File: config.mk
export PLATFORM = sky130hd
export DESIGN_NAME = comp_share_arbiter
export DESIGN_NICKNAME = d
export VERILOG_FILES = /design/src/rtl/comp_share_arbiter.sv
export SDC_FILE = /design/constraint.sdc
export NUM_CORES = 1
export LEC_CHECK = 0
export ABC_AREA = 1
export CELL_PAD_IN_SITES_DETAIL_PLACEMENT = 0
export CELL_PAD_IN_SITES_GLOBAL_PLACEMENT = 1
export CORE_MARGIN = 2
export CORE_UTILIZATION = 27
export CTS_CLUSTER_SIZE = 12
export DETAILED_ROUTE_END_ITERATION = 12
export PLACE_DENSITY = 0.76
export SETUP_SLACK_MARGIN = 0.2
export SLEW_MARGIN = 25
export SYNTH_ARGS = -nofsm -noshare
export SYNTH_HDL_FRONTEND = slang
export SYNTH_SLANG_ARGS = --single-unit
File: constraint.sdc
create_clock -name clk_i -period 1.9 [get_ports clk_i]
set_clock_uncertainty 0.2 [all_clocks]
set_input_delay 0.38 -clock clk_i [delete_from_list [all_inputs] [get_ports clk_i]]
set_output_delay 0.38 -clock clk_i [all_outputs]
set_load 0.01 [all_outputs]
File: src/rtl/comp_share_arbiter.sv
// Shares one combinational integer comparator between the branch unit and the
// SLT/SLTU ALU path: one registered transaction in flight, valid/ready on both sides.

package comp_share_pkg;
   typedef enum logic [2:0] {
      OP_BEQ      = 3'd0,
      OP_BNE      = 3'd1,
      OP_BLT      = 3'd2,
      OP_BGE      = 3'd3,
      OP_BLTU     = 3'd4,
      OP_BGEU     = 3'd5,
      OP_BUNKNOWN = 3'd7
   } comp_select_e;
endpackage

module comp_share_arbiter
   import comp_share_pkg::*;
#(
   parameter int XLEN = 32
) (
   input  logic            clk_i,
   input  logic            rst_ni,
   input  logic            flush_i,
   input  logic            br_req_valid_i,
   output logic            br_req_ready_o,
   input  logic [XLEN-1:0] br_op_a_i,
   input  logic [XLEN-1:0] br_op_b_i,
   input  comp_select_e    br_op_sel_i,
   output logic            br_rsp_valid_o,
   input  logic            br_rsp_ready_i,
   output logic            br_rsp_taken_o,
   input  logic            slt_req_valid_i,
   output logic            slt_req_ready_o,
   input  logic [XLEN-1:0] slt_op_a_i,
   input  logic [XLEN-1:0] slt_op_b_i,
   input  comp_select_e    slt_op_sel_i,
   output logic            slt_rsp_valid_o,
   input  logic            slt_rsp_ready_i,
   output logic            slt_rsp_result_o,
   output logic [XLEN-1:0] comp_port_a_o,
   output logic [XLEN-1:0] comp_port_b_o,
   output comp_select_e    comp_op_sel_o,
   input  logic            comp_i
);

   localparam logic [1:0] ST_IDLE = 2'd0;
   localparam logic [1:0] ST_EVAL = 2'd1;
   localparam logic [1:0] ST_RESP = 2'd2;

   localparam logic [1:0] OWN_NONE = 2'b00;
   localparam logic [1:0] OWN_BR   = 2'b01;
   localparam logic [1:0] OWN_SLT  = 2'b10;

   localparam logic GRANT_BR  = 1'b0;
   localparam logic GRANT_SLT = 1'b1;

   logic [1:0]      state_r;
   logic [1:0]      state_nxt_s;
   logic [1:0]      owner_r;
   logic            last_grant_r;
   logic [XLEN-1:0] op_a_r;
   logic [XLEN-1:0] op_b_r;
   comp_select_e    op_sel_r;
   logic            result_r;
   logic            br_grant_s;
   logic            slt_grant_s;
   logic            accept_s;
   logic            rsp_active_s;
   logic            rsp_done_s;

   // Round-robin: on a conflict the side that was not granted last time wins.
   function automatic logic br_wins_f(input logic br_v, input logic slt_v, input logic last_g);
      logic win;
      win = 1'b0;
      if (br_v && slt_v) begin
         win = (last_g == GRANT_SLT);
      end else begin
         win = br_v;
      end
      return win;
   endfunction

   // Unknown operations always return a cleared result, whatever the comparator says.
   function automatic logic mask_result_f(input comp_select_e sel, input logic raw);
      logic res;
      case (sel)
         OP_BEQ, OP_BNE, OP_BLT, OP_BGE, OP_BLTU, OP_BGEU: res = raw;
         default: res = 1'b0;
      endcase
      return res;
   endfunction

   // Request grant: offered only while idle and not flushing.
   always_comb begin
      br_grant_s  = 1'b0;
      slt_grant_s = 1'b0;
      if ((state_r == ST_IDLE) && !flush_i) begin
         br_grant_s  = br_wins_f(br_req_valid_i, slt_req_valid_i, last_grant_r);
         slt_grant_s = slt_req_valid_i && !br_grant_s;
      end else begin
         br_grant_s  = 1'b0;
         slt_grant_s = 1'b0;
      end
   end

   assign accept_s     = br_grant_s | slt_grant_s;
   assign rsp_active_s = (state_r == ST_RESP) && !flush_i;

   // Response handshake with whichever side owns the transaction.
   always_comb begin
      rsp_done_s = 1'b0;
      if (rsp_active_s) begin
         case (owner_r)
            OWN_BR:  rsp_done_s = br_rsp_ready_i;
            OWN_SLT: rsp_done_s = slt_rsp_ready_i;
            default: rsp_done_s = 1'b1;
         endcase
      end else begin
         rsp_done_s = 1'b0;
      end
   end

   // Next-state logic; a flush returns to idle from any busy state.
   always_comb begin
      state_nxt_s = state_r;
      case (state_r)
         ST_IDLE: begin
            if (accept_s) begin
               state_nxt_s = ST_EVAL;
            end else begin
               state_nxt_s = ST_IDLE;
            end
         end
         ST_EVAL: begin
            if (flush_i) begin
               state_nxt_s = ST_IDLE;
            end else begin
               state_nxt_s = ST_RESP;
            end
         end
         ST_RESP: begin
            if (flush_i || rsp_done_s) begin
               state_nxt_s = ST_IDLE;
            end else begin
               state_nxt_s = ST_RESP;
            end
         end
         default: state_nxt_s = ST_IDLE;
      endcase
   end

   // State, owner and grant history; a flush leaves the grant history alone.
   always_ff @(posedge clk_i or negedge rst_ni) begin
      if (!rst_ni) begin
         state_r      <= ST_IDLE;
         owner_r      <= OWN_NONE;
         last_grant_r <= GRANT_SLT;
      end else begin
         state_r <= state_nxt_s;
         if (accept_s) begin
            owner_r      <= br_grant_s ? OWN_BR : OWN_SLT;
            last_grant_r <= br_grant_s ? GRANT_BR : GRANT_SLT;
         end else if (state_nxt_s == ST_IDLE) begin
            owner_r <= OWN_NONE;
         end
      end
   end

   // Operand capture on accept.
   always_ff @(posedge clk_i or negedge rst_ni) begin
      if (!rst_ni) begin
         op_a_r   <= {XLEN{1'b0}};
         op_b_r   <= {XLEN{1'b0}};
         op_sel_r <= OP_BUNKNOWN;
      end else if (accept_s) begin
         op_a_r   <= br_grant_s ? br_op_a_i   : slt_op_a_i;
         op_b_r   <= br_grant_s ? br_op_b_i   : slt_op_b_i;
         op_sel_r <= br_grant_s ? br_op_sel_i : slt_op_sel_i;
      end
   end

   // Comparator result sampled at the end of EVAL, dropped if flushed.
   always_ff @(posedge clk_i or negedge rst_ni) begin
      if (!rst_ni) begin
         result_r <= 1'b0;
      end else if (state_r == ST_EVAL) begin
         result_r <= flush_i ? 1'b0 : mask_result_f(op_sel_r, comp_i);
      end
   end

   assign br_req_ready_o   = br_grant_s;
   assign slt_req_ready_o  = slt_grant_s;
   assign br_rsp_valid_o   = rsp_active_s && (owner_r == OWN_BR);
   assign slt_rsp_valid_o  = rsp_active_s && (owner_r == OWN_SLT);
   assign br_rsp_taken_o   = br_rsp_valid_o && result_r;
   assign slt_rsp_result_o = slt_rsp_valid_o && result_r;

   assign comp_port_a_o = (state_r == ST_EVAL) ? op_a_r : {XLEN{1'b0}};
   assign comp_port_b_o = (state_r == ST_EVAL) ? op_b_r : {XLEN{1'b0}};
   assign comp_op_sel_o = (state_r == ST_EVAL) ? op_sel_r : OP_BUNKNOWN;

endmodule

=== Word level (Yosys, flattened, before mapping) ===
Index checks and enable logic that the tools add are counted.

* Word-level logic and storage cells: 55
* Memories: 0
* Output and inout bits: 73
* Bits in registers: 73
* Bits of input ports: 142
* Bits in latches: 0
* ROM bits: 0
* RAM bits: 0

* Divide/modulo/power cells: 0
* $mul: 0
* Bitwise operators: 1
* Reductions and logical operators: 16
* Order comparisons: 0
* Multiplexer cells: 22
* Shifts and indexed selects: 0
* Add/sub/neg operators: 0
* Eq/ne operators: 9

{| class="wikitable"
|+ Operators with widths
! operator !! number
|-
| 2-to-1 mux 32 bit || 4
|-
| 2-to-1 mux 2 bit || 5
|-
| 2-to-1 mux 1 bit || 9
|-
| logical AND 1 bit || 8
|-
| equality test 3 x 2 -> 1 bit, second input constant || 2
|-
| equality test 3 bit, second input constant || 2
|-
| 2-to-1 mux 3 bit || 2
|-
| one-hot mux 2 bit (3 select lines) || 1
|-
| OR reduction 6 bit || 1
|-
| equality test 2 x 1 -> 1 bit, second input constant || 2
|-
| equality test 2 bit, second input constant || 2
|-
| logical NOT 2 bit || 2
|-
| equality test 3 x 1 -> 1 bit, second input constant || 1
|-
| logical NOT 3 bit || 1
|-
| logical NOT 1 bit || 2
|-
| one-hot mux 1 bit (2 select lines) || 1
|-
| nonzero test 2 bit || 1
|-
| logical OR 1 bit || 1
|-
| bitwise OR 1 bit || 1
|}

=== Depth between registers and ports, before layout ===
Gate-level depths: netlist of the first run.

* Depth after elaboration: 12
* Mapped depth: 10
* Mapped depth without buffers: 8

=== Least setup slack after synthesis of the first run ===
No wires, ideal clock.

* Path kind: flip-flop to output port
* Start: register last_grant_r
* End: output port br_req_ready_o
* Arrival: 1,196 ps
* Cell stages (with the launch flop): 7
* Required time: 1,320 ps
* Buffers on the path: 2
* Slack: 124 ps
* Cell sequence: dfstp_2 inv_2 a21boi_4 nand2_2 buf_4 buf_2 inv_2

* Cells in the longest elaborated chain, start to end: 3

{| class="wikitable"
|+ RTL lines
! element !! line !! RTL
|-
| start: declaration || 60 || <nowiki>logic last_grant_r;</nowiki>
|-
| start signal: assignment || 162 || <nowiki>last_grant_r <= br_grant_s ? GRANT_BR : GRANT_SLT;</nowiki>
|-
| 2-to-1 mux 1 bit || 75 || <nowiki>if (br_v && slt_v) begin</nowiki>
|-
| 2-to-1 mux 1 bit (2 in series) || 97 || <nowiki>if ((state_r == ST_IDLE) && !flush_i) begin</nowiki>
|-
| end: declaration || 25 || <nowiki>output logic br_req_ready_o,</nowiki>
|}

Every way passes these cells. The select of a mux whose other input is x is not followed.

=== Final worst setup path of the first run ===
* Start: register state_r[1]
* End: output port comp_port_b_o[25]

* Cells in the longest elaborated chain, start to end: 2

{| class="wikitable"
|+ RTL lines
! element !! line !! RTL
|-
| start: declaration || 57 || <nowiki>logic [1:0] state_r;</nowiki>
|-
| start signal: assignment || 159 || <nowiki>state_r <= state_nxt_s;</nowiki>
|-
| equality test 2 x 1 -> 1 bit || 199 || <nowiki>assign comp_port_b_o = (state_r == ST_EVAL) ? op_b_r : {XLEN{1'b0}};</nowiki>
|-
| 2-to-1 mux 32 bit || 199 ||
|-
| end: declaration || 41 || <nowiki>output logic [XLEN-1:0] comp_port_b_o,</nowiki>
|}

Every way passes these cells.

==> results of run 1 <==
==> repair_timing <==
action / 4_1_cts / 5_1_grt
gates resized for setup: 561 / 198
pin swaps: 49 / 59
cloned: 35 / 2
hold buffers: 1 / 0
setup buffers: 36 / 6
endpoints found under the hold margin: 69 / 0
setup endpoints to repair: 142 / 144
==> worst max-delay path, stage by stage, from the launching register on <==
cell and delay, ns:
dfrtp_1 0.37, inv_2 0.13, nand2_8 0.12, buf_12 0.16, buf_16 0.14, nor2_1 0.09, buf_2 0.16
==> state kept, by name, summed over array words and instances (netlist names) <==
signal        flops
op_a_r           32
op_b_r           32
op_sel_r          3
owner_r           2
state_r           2
last_grant_r      1
result_r          1
==> logic make-up (layout without fill, tap and decap cells) <==
logic type,after synthesis,in the layout
AO/OA/AOI/OAI,5,5
adder cells (fa/ha/maj),2,2
buffers and inverters,128,425
flip-flops,73,73
AND/OR/NAND/NOR,492,492
==> worst paths after layout <==
check | from | endpoint | slack [ns]
max | state_r[1] | comp_port_b_o[25] | -0.18
min reg2reg | op_sel_r[0] | op_sel_r[0] | 0.28
min in group asynchronous | rst_ni | op_b_r[11] | 0.39
min | op_sel_r[0] | op_sel_r[0] | 0.28
max in group asynchronous | rst_ni | op_sel_r[0] | 0.72
max reg2reg | state_r[1] | op_b_r[25] | -0.09
==> placed cells by master (no fill, tap or decap), types with 3 or more instances in the layout <==
master / n
nand2_1: 142
clkdlybuf4s50_1: 138
nand3_1: 116
nand2_2: 85
inv_1: 68
dfrtp_1: 68
buf_6: 59
nand2_4: 50
nor2_4: 35
buf_16: 35
buf_2: 34
buf_12: 26
nand3_2: 22
buf_4: 22
nor2_2: 20
nor2_1: 12
clkbuf_16: 11
buf_8: 11
inv_2: 10
nand2_8: 4
dfstp_2: 4
or2_4: 3
clkinv_2: 3
==> layout make-up <==
type	instances	area share (%)
Timing Repair Buffer	331	41.2
Multi-Input combinational cell	499	32.0
Sequential cell	73	18.3
Inverter	78	2.92
Tap cell	220	2.74
Clock buffer	11	2.52
Clock inverter	5	0.299
==> metal layers <==
metal  vias up  wire length [um]
li1       2740                 -
met1      2667              9050
met2       187             10400
met3        30              1400
met4         2               485
met5         -                11
==> power breakdown <==
part	internal (W)	switching, W
Combinational	0.00232	0.00214
Clock	0.000948	0.000678
Sequential	0.00208	0.000308
==> per-stage QoR <==
step           instances  util [%]  hold slack (ns)  power, W  setup slack, ns
3_3_place_gp        1121      42.9            0.246   0.00496           -0.584
2_1_floorplan        700         -           -0.116   0.00372            0.124
6_report            1217      61.0            0.282   0.00848           -0.178
3_5_place_dp        1121      42.9            0.233   0.00499           -0.610
4_1_cts             1209      55.8            0.279   0.00794           -0.157
5_1_grt             1217      61.0            0.292   0.00899           -0.249
==> results.yml, run 1 <==
min_path:
  hold_path_depth: 2
  hold_path_class: "register to register"
clock_network:
  clock_latency_ns: 0.33
  path_clk_slew_ns: 0.06
  cts.sinks: 73
  clock-root-buffer: "clkbuf_16"
  cts_tree: "yes"
  h-tree-depth: 3
  clockBufferDepth: 2
  numCtsBuffers: 9
global_route:
  use_met2_pct: 39.2
  met3_usage_pct: 5.63
  grt_pass1_vias: 5659
  busiest_layer: "met2"
  grt_overflow_total: 0
  grt_use_total_pct: 23.7
  grt_max_degree: 74
  grt_pass1_wl_um: 32200
  antenna_found_initial: 1
  grt.met1_usage_pct: 30.6
yosys:
  ys_seq_elements: 73
  ys_seq_area_share_pct: 40.6
  ys.flop_type: "dfrtp_1"
  ys_warn_count: 0
  synth_top_area_share_pct: 38.3
  synthTopCellsByArea: "dfrtp_1, nand2_1, nand3_1"
  yosysMostFrequentCell: "nand2_1"
  synthAdderAreaFrac_pct: 0.554
  synth.area.mux_share_pct: 0
  synth_top_cell_by_area: "dfrtp_1"
  synth.avg_cell_area_um2: 6.45
  synthSimpleGateAreaFrac_pct: 45.7
  synth_top_family_by_area: "simple AND/OR/NAND/NOR gates"
  synth_edf_count: 0
  synthCells: 700
  synthXorXnorAreaFrac_pct: 0
  synthArstFlopShare_pct: 100
  synth.distinct_cells: 22
  synth_area_mm2: 0.00451
  synthesis.nets: 844
  synthTopCellsByCount: "nand2_1, nand3_1, inv_1"
  synth_compound_area_share_pct: 0.859
setup_path:
  cp_max_fo: 6
  cp.arrival_ns: 1.50
  required_ns: 1.32
  crit_type: "register to output port"
  critPathLaunchType: "register"
  cp-end-kind: "output port"
  reg2reg_depth: 13
floorplanning:
  row_count: 47
  initial_core_util_pct: 27.4
  placeableCoreArea_mm2: 0.0165
  ios: 215
  die_h_um: 133
  die-area_mm2: 0.0178
  die_x_um: 133
sta:
  rsz0062_at_grt: "yes"
  period_needed_ns: 2.08
  worstMarginPinSlew_ns: 0.434
  tns_ns: -11.47
  setup_ws_ns: -0.178
  hold_viol_final: 0
  drv_slew: 0
  relSlewSlack_pct: 71.1
  fmaxAchievable_mhz: 481
  setup_viol_count_final: 130
  finalCritPeriodShare_pct: 109
cells_and_area:
  area_growth_pct: 123
  fillers: 1455
  final_nets: 1136
  antennaDiodeCount: 0
  regArea_mm2: 0.00183
  layout-drive-gt1-share_pct: 44.8
  fin_area_mm2: 0.0100
  multi_input_area_mm2: 0.00322
route:
  drc: 0
  routed_via_density: 4.62
  drtPass1Iterations: 4
  routedWlPerCell_um: 17.5
  first_iter_violations: 243
  antenna_left: 0
  vias: 5626
  drt_wl_total_um: 21300
power_and_ir_drop:
  ir_worst_vdd_mv: 0.476
  p_per_area_mw_per_mm2: 845
  cellLeakagePower_nw: 4.90
place:
  hpwl_um: 10700
  place.gp.congestion: 0.727
  port_buffers: 214
  dpl-instance-area_mm2: 0.00706
outcome:
  violations: "setup timing"
  status: "finished, violations left"
flow_run:
  drv_cap: 0
No activity file was read; power rests on OpenSTA's default activity.
==> inputs of run 2 (changes only) <==
--- a/config.mk
+++ b/config.mk
@@ -6,6 +6,7 @@
 export NUM_CORES = 1
 export LEC_CHECK = 0
 export ABC_AREA = 1
+export CAP_MARGIN = 20
 export CELL_PAD_IN_SITES_DETAIL_PLACEMENT = 0
 export CELL_PAD_IN_SITES_GLOBAL_PLACEMENT = 1
 export CORE_MARGIN = 2
@@ -18,3 +19,4 @@
 export SYNTH_ARGS = -nofsm -noshare
 export SYNTH_HDL_FRONTEND = slang
 export SYNTH_SLANG_ARGS = --single-unit
+export TNS_END_PERCENT = 20
==> run 2 against run 1 <==
Register-to-register slack better by 0.09 ns. Highest routed layer unchanged. Via count is 8.8% lower. Power is 16% lower. Wire length is 23% lower. Final cell count is 4.6% lower. Critical path depth stayed put. The flow still finishes with violations (setup timing). Final area is 20% lower. Sequential share of layout area is 4.6 points higher.
==> results.yml, run 2 (same netlist as run 1, synthesis figures left out) <==
global_route:
  grt_use_total_pct: 18.6
  antenna_found_initial: 1
  grt_overflow_total: 0
  grt_max_degree: 74
  grt_pass1_vias: 5052
  grt_pass1_wl_um: 26200
power_and_ir_drop:
  power_w: 0.00716
  p_per_area_mw_per_mm2: 894
  ir_worst_vdd_mv: 0.497
  cellLeakagePower_nw: 4.12
place:
  place.gp.congestion: 0.727
  dpl-instance-area_mm2: 0.00706
  dp.cells: 1121
  dp_slack_ns: -0.610
  hpwl_um: 10700
  port_buffers: 214
flow_run:
  drv_cap: 0
setup_path:
  critPathLaunchType: "register"
  path_cells: "inv_2 > nand2_8 > buf_12 > clkbuf_16 > nor2_1 > buf_2"
  cp.arrival_ns: 1.47
  cp-end-kind: "output port"
  crit_type: "register to output port"
  cpMaxStageDelayCell: "dfrtp_1"
  cpPeakStageDelay_ns: 0.37
  required_ns: 1.32
  cp_max_fo: 6
cells_and_area:
  final_core_util_pct: 48.6
  antennaDiodeCount: 0
  area_growth_pct: 77.5
  layout-drive-gt1-share_pct: 25.3
  final_cells: 1161
  reg_top3: "op_a_r (32), op_b_r (32), op_sel_r (3)"
  mostFrequentLayoutCells: "nand2_1, nand3_1, clkdlybuf4s50_1"
  final_common_cell: "nand2_1"
  final_nets: 1080
  fin_area_mm2: 0.00801
sta:
  finalCritPeriodShare_pct: 108
  setup_viol_count_final: 71
  fmaxAchievable_mhz: 489
  hold_viol_final: 0
  drv_slew: 0
  worstMarginPinSlew_ns: 0.416
  setup_ws_ns: -0.145
  relSlewSlack_pct: 72.3
  period_needed_ns: 2.05
  rsz0062_at_grt: "yes"
outcome:
  status: "finished, violations left"
  violations: "setup timing"
clock_network:
  clock-root-buffer: "clkbuf_16"
  numCtsBuffers: 9
  clockBufferDepth: 2
  cts.sinks: 73
  h-tree-depth: 3
  clock_latency_ns: 0.33
  path_clk_slew_ns: 0.06
  cts_tree: "yes"
route:
  antenna_left: 0
  drt_wl_total_um: 16500
  drtPass1Iterations: 4
  vias: 5129
  first_iter_violations: 210
  routedWlPerCell_um: 14.2
  routed_via_density: 4.42
  drc: 0
floorplanning:
  die_h_um: 133
  ios: 215
  initial_core_util_pct: 27.4
  placeableCoreArea_mm2: 0.0165
  die-area_mm2: 0.0178
  row_count: 47
  die_x_um: 133
min_path:
  hold_path_class: "register to register"
[run 2: cell count changes in the layout (fill, tap and decap cells not counted), moves of 6 or more]
| cell | change |
|---|---|
| nor2_2 | +6 |
| buf_12 | -13 |
| nand2_4 | -45 |
| buf_6 | -7 |
| nand3_1 | +22 |
| buf_8 | -8 |
| nand2_1 | +129 |
| nand2_2 | -81 |
| nand3_2 | -22 |
| buf_16 | -30 |
[run 2: timing repair]
item | CTS | global route
hold endpoints to repair | 69 | 0
gates cloned | 4 | 2
hold buffers | 1 | 0
gates resized for setup | 366 | 110
setup endpoints to repair | 142 | 142
pin swaps | 12 | 13
setup buffers | 14 | 3
[run 2: where the power goes]
group          leakage [nW]  switching [W]  internal, W
Sequential            0.901       0.000274      0.00208
Combinational          3.08        0.00165      0.00154
Clock                 0.137       0.000660     0.000948
Total                  4.12        0.00259      0.00457
[run 2: layout make-up]
cell class              count  area, um2
repair buffers            275       2840
well taps                 220        275
clock buffers              11        253
inverters                  78        293
flip-flops and latches     73       1830
multi-input cells         499       2490
clock inverters             5       30.0
fillers                  1724       8460
[run 2: final timing paths]
check	to	slack [ns]	startpoint	cells past startpoint
min in group asynchronous	op_b_r[11]	0.40	rst_ni	3
setup reg to reg	op_b_r[4]	0	state_r[1]	12
hold reg to reg	op_sel_r[0]	0.30	op_sel_r[0]	2
max in group asynchronous	op_sel_r[2]	0.73	rst_ni	3
setup / recovery	comp_port_a_o[24]	-0.15	state_r[1]	6
hold / removal	op_sel_r[0]	0.30	op_sel_r[0]	2
[run 2: worst max-delay path, delay by kind of cell, from the launching register on]
| kind | cells | cell delay (ns) |
|---|---|---|
| flops | 1 | 0.37 |
| buf+inv | 4 | 0.57 |
| simple gates | 2 | 0.18 |
[run 2: metal layers]
| layer | global-route usage, % | share of wire (%) | vias up |
|---|---|---|---|
| li1 | - | - | 2612 |
| met1 | 24.7 | 46 | 2354 |
| met2 | 29.9 | 45 | 148 |
| met3 | 5.52 | 7.2 | 13 |
| met4 | 4.20 | 1.4 | 2 |
| met5 | 0 | 0.079 | - |
[run 2: through the flow]
stage               TNS (ns)  hold WS (ns)
global route          -16.30         0.309
CTS                    -7.92         0.292
floorplan                  0        -0.116
global placement      -37.77         0.246
finish                 -7.64         0.299
detailed placement    -38.64         0.233
